$ cat src/rtl/coriolis_stream_source_if.sv
// Kernel-facing input stream of the coriolis source: four data lanes with
// lockstep valids and the kernel's aggregated ready.
interface coriolis_stream_source_if #(
  parameter int STREAMW = 34
);
  logic [STREAMW-1:0] x;
  logic [STREAMW-1:0] v;
  logic [STREAMW-1:0] y;
  logic [STREAMW-1:0] u;
  logic               ivalid_x;
  logic               ivalid_v;
  logic               ivalid_y;
  logic               ivalid_u;
  logic               iready;

  modport master (
    output x, v, y, u,
    output ivalid_x, ivalid_v, ivalid_y, ivalid_u,
    input  iready
  );

  modport slave (
    input  x, v, y, u,
    input  ivalid_x, ivalid_v, ivalid_y, ivalid_u,
    output iready
  );
endinterface

$ cat src/rtl/coriolis_stream_source.sv
// Four-lane lockstep stream transmitter: host fills per-lane FWFT FIFOs,
// a start pulse issues exactly nitems beats to the coriolis kernel.
module coriolis_stream_source #(
  parameter int STREAMW  = 34,
  parameter int DEPTH    = 16,
  parameter int NITEMS_W = 16
) (
  input  logic                clk,
  input  logic                rst,
  input  logic                wr_en,
  input  logic [1:0]          wr_lane,
  input  logic [STREAMW-1:0]  wr_data,
  output logic [3:0]          wr_full,
  input  logic                start,
  input  logic [NITEMS_W-1:0] nitems,
  output logic                busy,
  output logic                done,
  output logic                err_ovf,
  output logic [NITEMS_W-1:0] sent_count,
  coriolis_stream_source_if.master strm
);

  localparam int PW = $clog2(DEPTH);
  localparam int CW = PW + 1;

  typedef enum logic [1:0] {S_IDLE, S_RUN, S_DONE} state_t;

  state_t state, state_next;

  logic [STREAMW-1:0]  mem [4][DEPTH];
  logic [PW-1:0]       rd_ptr [4];
  logic [PW-1:0]       wr_ptr [4];
  logic [CW-1:0]       count  [4];
  logic [3:0]          push;
  logic [3:0]          nonempty;
  logic [3:0]          full;
  logic                all_ready;
  logic                beat;
  logic                last_beat;
  logic [NITEMS_W-1:0] nitems_q;

  // NOTE: always_comb assigns every output on every path, so no latch is inferred.
  always_comb begin
    for (int i = 0; i < 4; i++) begin
      nonempty[i] = (count[i] != '0);
      full[i]     = (count[i] == CW'(DEPTH));
      push[i]     = wr_en && (wr_lane == 2'(i)) && !full[i];
    end
  end

  assign all_ready = &nonempty;
  assign beat      = (state == S_RUN) && all_ready && strm.iready;
  assign last_beat = beat && ((sent_count + NITEMS_W'(1)) == nitems_q);

  // NOTE: sequential state uses non-blocking assignments so every register samples pre-edge values.
  always_ff @(posedge clk) begin
    if (rst) begin
      for (int i = 0; i < 4; i++) begin
        rd_ptr[i] <= '0;
        wr_ptr[i] <= '0;
        count[i]  <= '0;
      end
      err_ovf <= 1'b0;
    end else begin
      for (int i = 0; i < 4; i++) begin
        if (push[i]) wr_ptr[i] <= wr_ptr[i] + PW'(1);
        if (beat)    rd_ptr[i] <= rd_ptr[i] + PW'(1);
        case ({push[i], beat})
          2'b10:   count[i] <= count[i] + CW'(1);
          2'b01:   count[i] <= count[i] - CW'(1);
          default: count[i] <= count[i];
        endcase
      end
      // Fullness is judged before this cycle's pop, so a write to a full lane is lost.
      if (wr_en && full[wr_lane]) err_ovf <= 1'b1;
    end
  end

  // NOTE: FIFO storage has no reset; the emptied pointers/counts make stale words unreachable.
  always_ff @(posedge clk) begin
    for (int i = 0; i < 4; i++) begin
      if (push[i]) mem[i][wr_ptr[i]] <= wr_data;
    end
  end

  always_ff @(posedge clk) begin
    if (rst) state <= S_IDLE;
    else     state <= state_next;
  end

  always_comb begin
    state_next = state;
    case (state)
      S_IDLE: if (start) state_next = (nitems != '0) ? S_RUN : S_DONE;
      S_RUN:  if (last_beat) state_next = S_DONE;
      S_DONE: state_next = S_IDLE;
      default: state_next = S_IDLE;
    endcase
  end

  always_ff @(posedge clk) begin
    if (rst) begin
      sent_count <= '0;
      nitems_q   <= '0;
    end else if (state == S_IDLE && start) begin
      sent_count <= '0;
      nitems_q   <= nitems;
    end else if (beat) begin
      sent_count <= sent_count + NITEMS_W'(1);
    end
  end

  assign busy    = (state == S_RUN);
  assign done    = (state == S_DONE);
  assign wr_full = full;

  // Valid is a function of state and emptiness only, never of iready.
  assign strm.ivalid_x = busy && all_ready;
  assign strm.ivalid_v = busy && all_ready;
  assign strm.ivalid_y = busy && all_ready;
  assign strm.ivalid_u = busy && all_ready;

  assign strm.x = mem[0][rd_ptr[0]];
  assign strm.v = mem[1][rd_ptr[1]];
  assign strm.y = mem[2][rd_ptr[2]];
  assign strm.u = mem[3][rd_ptr[3]];

endmodule
$ cat src/flat_wrapper.sv
// flat-port wrapper written by rule: the top's interface ports become plain ports
module coriolis_stream_source_flat 
#(
  parameter int STREAMW  = 34,
  parameter int DEPTH    = 16,
  parameter int NITEMS_W = 16
)
  (clk, rst, wr_en, wr_lane, wr_data, wr_full, start, nitems, busy, done, err_ovf, sent_count, strm_x, strm_v, strm_y, strm_u, strm_ivalid_x, strm_ivalid_v, strm_ivalid_y, strm_ivalid_u, strm_iready);
  coriolis_stream_source_if #(.STREAMW(STREAMW)) strm_i ();
  input  logic clk;
  input  logic rst;
  input  logic wr_en;
  input  logic [1:0] wr_lane;
  input  logic [STREAMW-1:0] wr_data;
  output logic [3:0] wr_full;
  input  logic start;
  input  logic [NITEMS_W-1:0] nitems;
  output logic busy;
  output logic done;
  output logic err_ovf;
  output logic [NITEMS_W-1:0] sent_count;
  output wire logic [$bits(strm_i.x)-1:0] strm_x;
  output wire logic [$bits(strm_i.v)-1:0] strm_v;
  output wire logic [$bits(strm_i.y)-1:0] strm_y;
  output wire logic [$bits(strm_i.u)-1:0] strm_u;
  output wire logic [$bits(strm_i.ivalid_x)-1:0] strm_ivalid_x;
  output wire logic [$bits(strm_i.ivalid_v)-1:0] strm_ivalid_v;
  output wire logic [$bits(strm_i.ivalid_y)-1:0] strm_ivalid_y;
  output wire logic [$bits(strm_i.ivalid_u)-1:0] strm_ivalid_u;
  input wire logic [$bits(strm_i.iready)-1:0] strm_iready;
  assign strm_x = strm_i.x;
  assign strm_v = strm_i.v;
  assign strm_y = strm_i.y;
  assign strm_u = strm_i.u;
  assign strm_ivalid_x = strm_i.ivalid_x;
  assign strm_ivalid_v = strm_i.ivalid_v;
  assign strm_ivalid_y = strm_i.ivalid_y;
  assign strm_ivalid_u = strm_i.ivalid_u;
  assign strm_i.iready = strm_iready;
  coriolis_stream_source #(.STREAMW(STREAMW), .DEPTH(DEPTH), .NITEMS_W(NITEMS_W)) u_core (.clk(clk), .rst(rst), .wr_en(wr_en), .wr_lane(wr_lane), .wr_data(wr_data), .wr_full(wr_full), .start(start), .nitems(nitems), .busy(busy), .done(done), .err_ovf(err_ovf), .sent_count(sent_count), .strm(strm_i));
endmodule
$ cat config.mk
export PLATFORM = sky130hd
export DESIGN_NAME = coriolis_stream_source_flat
export DESIGN_NICKNAME = d
export VERILOG_FILES = /design/src/rtl/coriolis_stream_source_if.sv /design/src/rtl/coriolis_stream_source.sv /design/src/flat_wrapper.sv
export SDC_FILE = /design/constraint.sdc
export NUM_CORES = 2
export LEC_CHECK = 0
export ABC_AREA = 0
export CAP_MARGIN = 20
export CORE_MARGIN = 2
export CORE_UTILIZATION = 40
export DETAILED_ROUTE_END_ITERATION = 6
export GPL_TIMING_DRIVEN = 0
export PLACE_DENSITY_LB_ADDON = 0.1
export RECOVER_POWER = 50
export SETUP_SLACK_MARGIN = 0.4
export SYNTH_ARGS = -nofsm -noshare
export SYNTH_HDL_FRONTEND = slang
export SYNTH_SLANG_ARGS = --single-unit
export TNS_END_PERCENT = 5
$ cat constraint.sdc
create_clock -name clk -period 8.66 [get_ports clk]
set_input_delay 0.866 -clock clk [delete_from_list [all_inputs] [get_ports clk]]
set_output_delay 0.866 -clock clk [all_outputs]
set_load 0.005 [all_outputs]
==> out/metrics.cfg <==
[final_layout]
fin_cells = 7521
final_core_util_pct = 46.93
post-route-cell-area_mm2 = 0.1019
area_growth_pct = 16.67
final_cell_mix = edfxtp_1 (2228), mux4_2 (579), clkbuf_1 (244)
nets = 4572
final_common_cell = edfxtp_1
drive_gt1_share_pct = 24.13

[place]
dpl-instance-area_mm2 = 0.09536
routabilityCongestion = 0.7515
dp.cells = 7084
dpl.hpwl_um = 148100
portBuffers = 218

[setup_path]
path_max_fanout = 10
critPathArrivalTime_ps = 4290
ff2ff_path_depth = 12
crit_path_start_kind = flip-flop
slowest_stage = clkbuf_1
critical_path.cell_chain = buf_2 -> nor2b_1 -> clkbuf_1 -> clkbuf_1 -> clkbuf_1 -> a21oi_1 -> a22oi_1 -> nand2_1 -> clkdlybuf4s50_1
crit_family = buffers and inverters
critPathRequiredTime_ps = 7790
r2r_start = u_core.count[0][0]
max_stage_delay_ps = 620
crit_path_frequent_cell = clkbuf_1
worstSetupEndpointType = output pin
path_buf_inv = 5
reg2reg_to = u_core.count[0][9]
worstSetupPathType = flip-flop to output pin
reg2reg_slack_ps = 3810

[cts]
cts_resized = 0
path_clk_slew_ps = 60
cts_made_buffers = 234
clk_path_buf_depth = 3
h-tree-depth = 4
cts_num_sinks = 2263
cts_tree = done
root_buffer = clkbuf_16
post_cts_buffers = 0
clk_latency_ps = 860
cts_hold_buffers = 0

[global_routing]
grt_use_total_pct = 20.33
grt-ovfl-total = 0
grt_pass1_vias = 42492
antenna_found_initial = 8
grt_start_max_net_pins = 49
grt_pass1_wl_um = 320800

[floorplanning]
fp-row-count = 171
ioPinCount = 220
die_h_um = 471.3
design.core.area_mm2 = 0.2172
die_area_mm2 = 0.2221
start_util_pct = 40.22
fp.dieW_um = 471.3

[sta]
finalSetupViolCount = 0
drv_slew = 1983
finalClockSkew_ps = 23.55
timing.fmax_ghz = 0.1938
rsz0062_at_grt = false
finalHoldViolations = 0
worst_slew_pin_slew_ps = 2558
finalCriticalPeriod_ps = 5160
period_share_pct = 59.59
max_slew_margin_pct = -70.52

[detailed_routing]
vias = 41462
drc_errors = 0
drt-total-wl_um = 226600
post_drt_wl_per_cell_um = 30.13
vias_per_cell = 5.513
drtIter0Drc = 4072
ant_nets = 0
drt_first_pass_iters = 5

[yosys]
synth_flop_cell = edfxtp_1
synth-async-reset-ratio_pct = 0
netlist_area_mm2 = 0.08735
postSynthAreaPerCell_um2 = 22.44
yosysSeqAreaShare_pct = 77.40
synth-seq-cells = 2263
synth_top_area_share_pct = 76.59
syn-num-nets = 3993
postSynthCellCount = 3892
yosys_warnings = 0
yosys.cell_types.count = 57
synth_enable_flop_cells = 2228
yosysTopAreaCell = edfxtp_1
synth.area.top_cells = edfxtp_1 (77%), mux4_2 (15%), mux2i_1 (1.3%), dfxtp_1 (0.80%), ha_1 (0.59%)

[power_and_ir_drop]
max-vdd-ir-drop_v = 0.0002339
cellPowerDensity_mw_per_mm2 = 230.8
leakage_nw = 31.64
p_total_mw = 23.52

[min_path]
hp-class = flip-flop to flip-flop
hold_depth = 2
hold_start = u_core.nitems_q[8]
hold_end = u_core.nitems_q[8]

[flow_run]
cap_violations = 61

[status]
violations = max-capacitance violations, max-slew violations
status = finished with violations

==> kinds of logic (layout without fill, tap and decap cells) <==
kind of cell / Yosys count / in the layout / synth area share [%]
mux: 716 / 716 / 16.54
buf+inv: 230 / 1000 / 1.139
flops: 2263 / 2263 / 77.40
simple gates: 346 / 346 / 1.975
fa+ha+maj: 44 / 44 / 0.6560
compound gates: 231 / 231 / 1.676
xor+xnor: 62 / 62 / 0.6217
other cells: 0 / 5 / 0
==> cell type report <==
cell class	count	area (um2)
Antenna cell	5	12.51
Buffer	200	865.8
Clock buffer	307	6300
Clock inverter	120	922.1
Fill cell	17971	115300
Inverter	30	112.6
Multi-Input combinational cell	1399	18860
Sequential cell	2263	67600
Tap cell	2854	3571
Timing Repair Buffer	343	3660
==> worst max-delay path by stage <==
| stage | from | to | slack [ps] | depth (start not counted) |
|---|---|---|---|---|
| after global placement | wr_lane[0] | u_core.mem[1][529] | -580 | 5 |
| after CTS | u_core.rd_ptr[0][2] | strm_x[22] | 3320 | 9 |
| after global routing | u_core.rd_ptr[0][2] | strm_x[21] | 3210 | 9 |
| final | u_core.rd_ptr[0][2] | strm_x[21] | 3500 | 9 |
| after detailed placement | u_core.rd_ptr[0][2] | strm_x[22] | 4270 | 9 |
| after floorplan | wr_lane[0] | u_core.mem[1][408] | 4270 | 4 |
==> cell usage after synthesis, types with 4 or more instances <==
| cell type | instances |
|---|---|
| a21o_1 | 6 |
| a21oi_1 | 65 |
| a221oi_1 | 36 |
| a22oi_1 | 35 |
| and2_1 | 53 |
| and3_1 | 15 |
| buf_1 | 24 |
| buf_2 | 63 |
| buf_4 | 10 |
| clkbuf_1 | 101 |
| dfxtp_1 | 35 |
| edfxtp_1 | 2228 |
| ha_1 | 41 |
| inv_1 | 26 |
| mux2_2 | 26 |
| mux2i_1 | 111 |
| mux4_2 | 579 |
| nand2_1 | 117 |
| nand3_1 | 14 |
| nand4_1 | 5 |
| nor2_1 | 72 |
| nor2b_1 | 7 |
| nor3_1 | 28 |
| nor4_1 | 8 |
| o21ai_0 | 70 |
| o31ai_1 | 4 |
| or3_1 | 5 |
| xnor2_1 | 42 |
| xor2_1 | 20 |
==> through the flow <==
stage	setup WS, ps	hold WS (ps)	setup TNS (ps)
2_1_floorplan	4269	436.3	0
3_3_place_gp	-579.4	452.3	-59980
3_5_place_dp	4273	463.8	0
4_1_cts	3323	395.8	0
5_1_grt	3207	494.9	0
6_report	3500	470.9	0
==> tightest hold or removal path: cells and delay by family (launching register included) <==
kind | cells | cell delay, ps
and+or+nand+nor | 1 | 50
AOI/OAI and AO/OA | 1 | 50
DFF | 1 | 320
==> where the power goes <==
| part | switching, mW | internal, mW | leakage, nW |
|---|---|---|---|
| sequential | 0.0312 | 12.1 | 20.4 |
| clock | 4.12 | 5.48 | 3.51 |
| combinational | 1.00 | 0.764 | 7.73 |
==> per-layer routing <==
metal,track usage [%],share of wire [%]
met1,29.24,45
met3,2.827,4.6
met4,4.209,1.6
met2,33.26,49
met5,0,0
==> sequential cells by signal, summed over array words and instances, names as in the netlist <==
| register | count |
|---|---|
| u_core.mem | 2176 |
| u_core.count | 20 |
| u_core.nitems_q | 16 |
| u_core.rd_ptr | 16 |
| u_core.sent_count | 16 |
| u_core.wr_ptr | 16 |
| u_core.state | 2 |
| u_core.err_ovf | 1 |
Power figures use the tool's default switching activity.
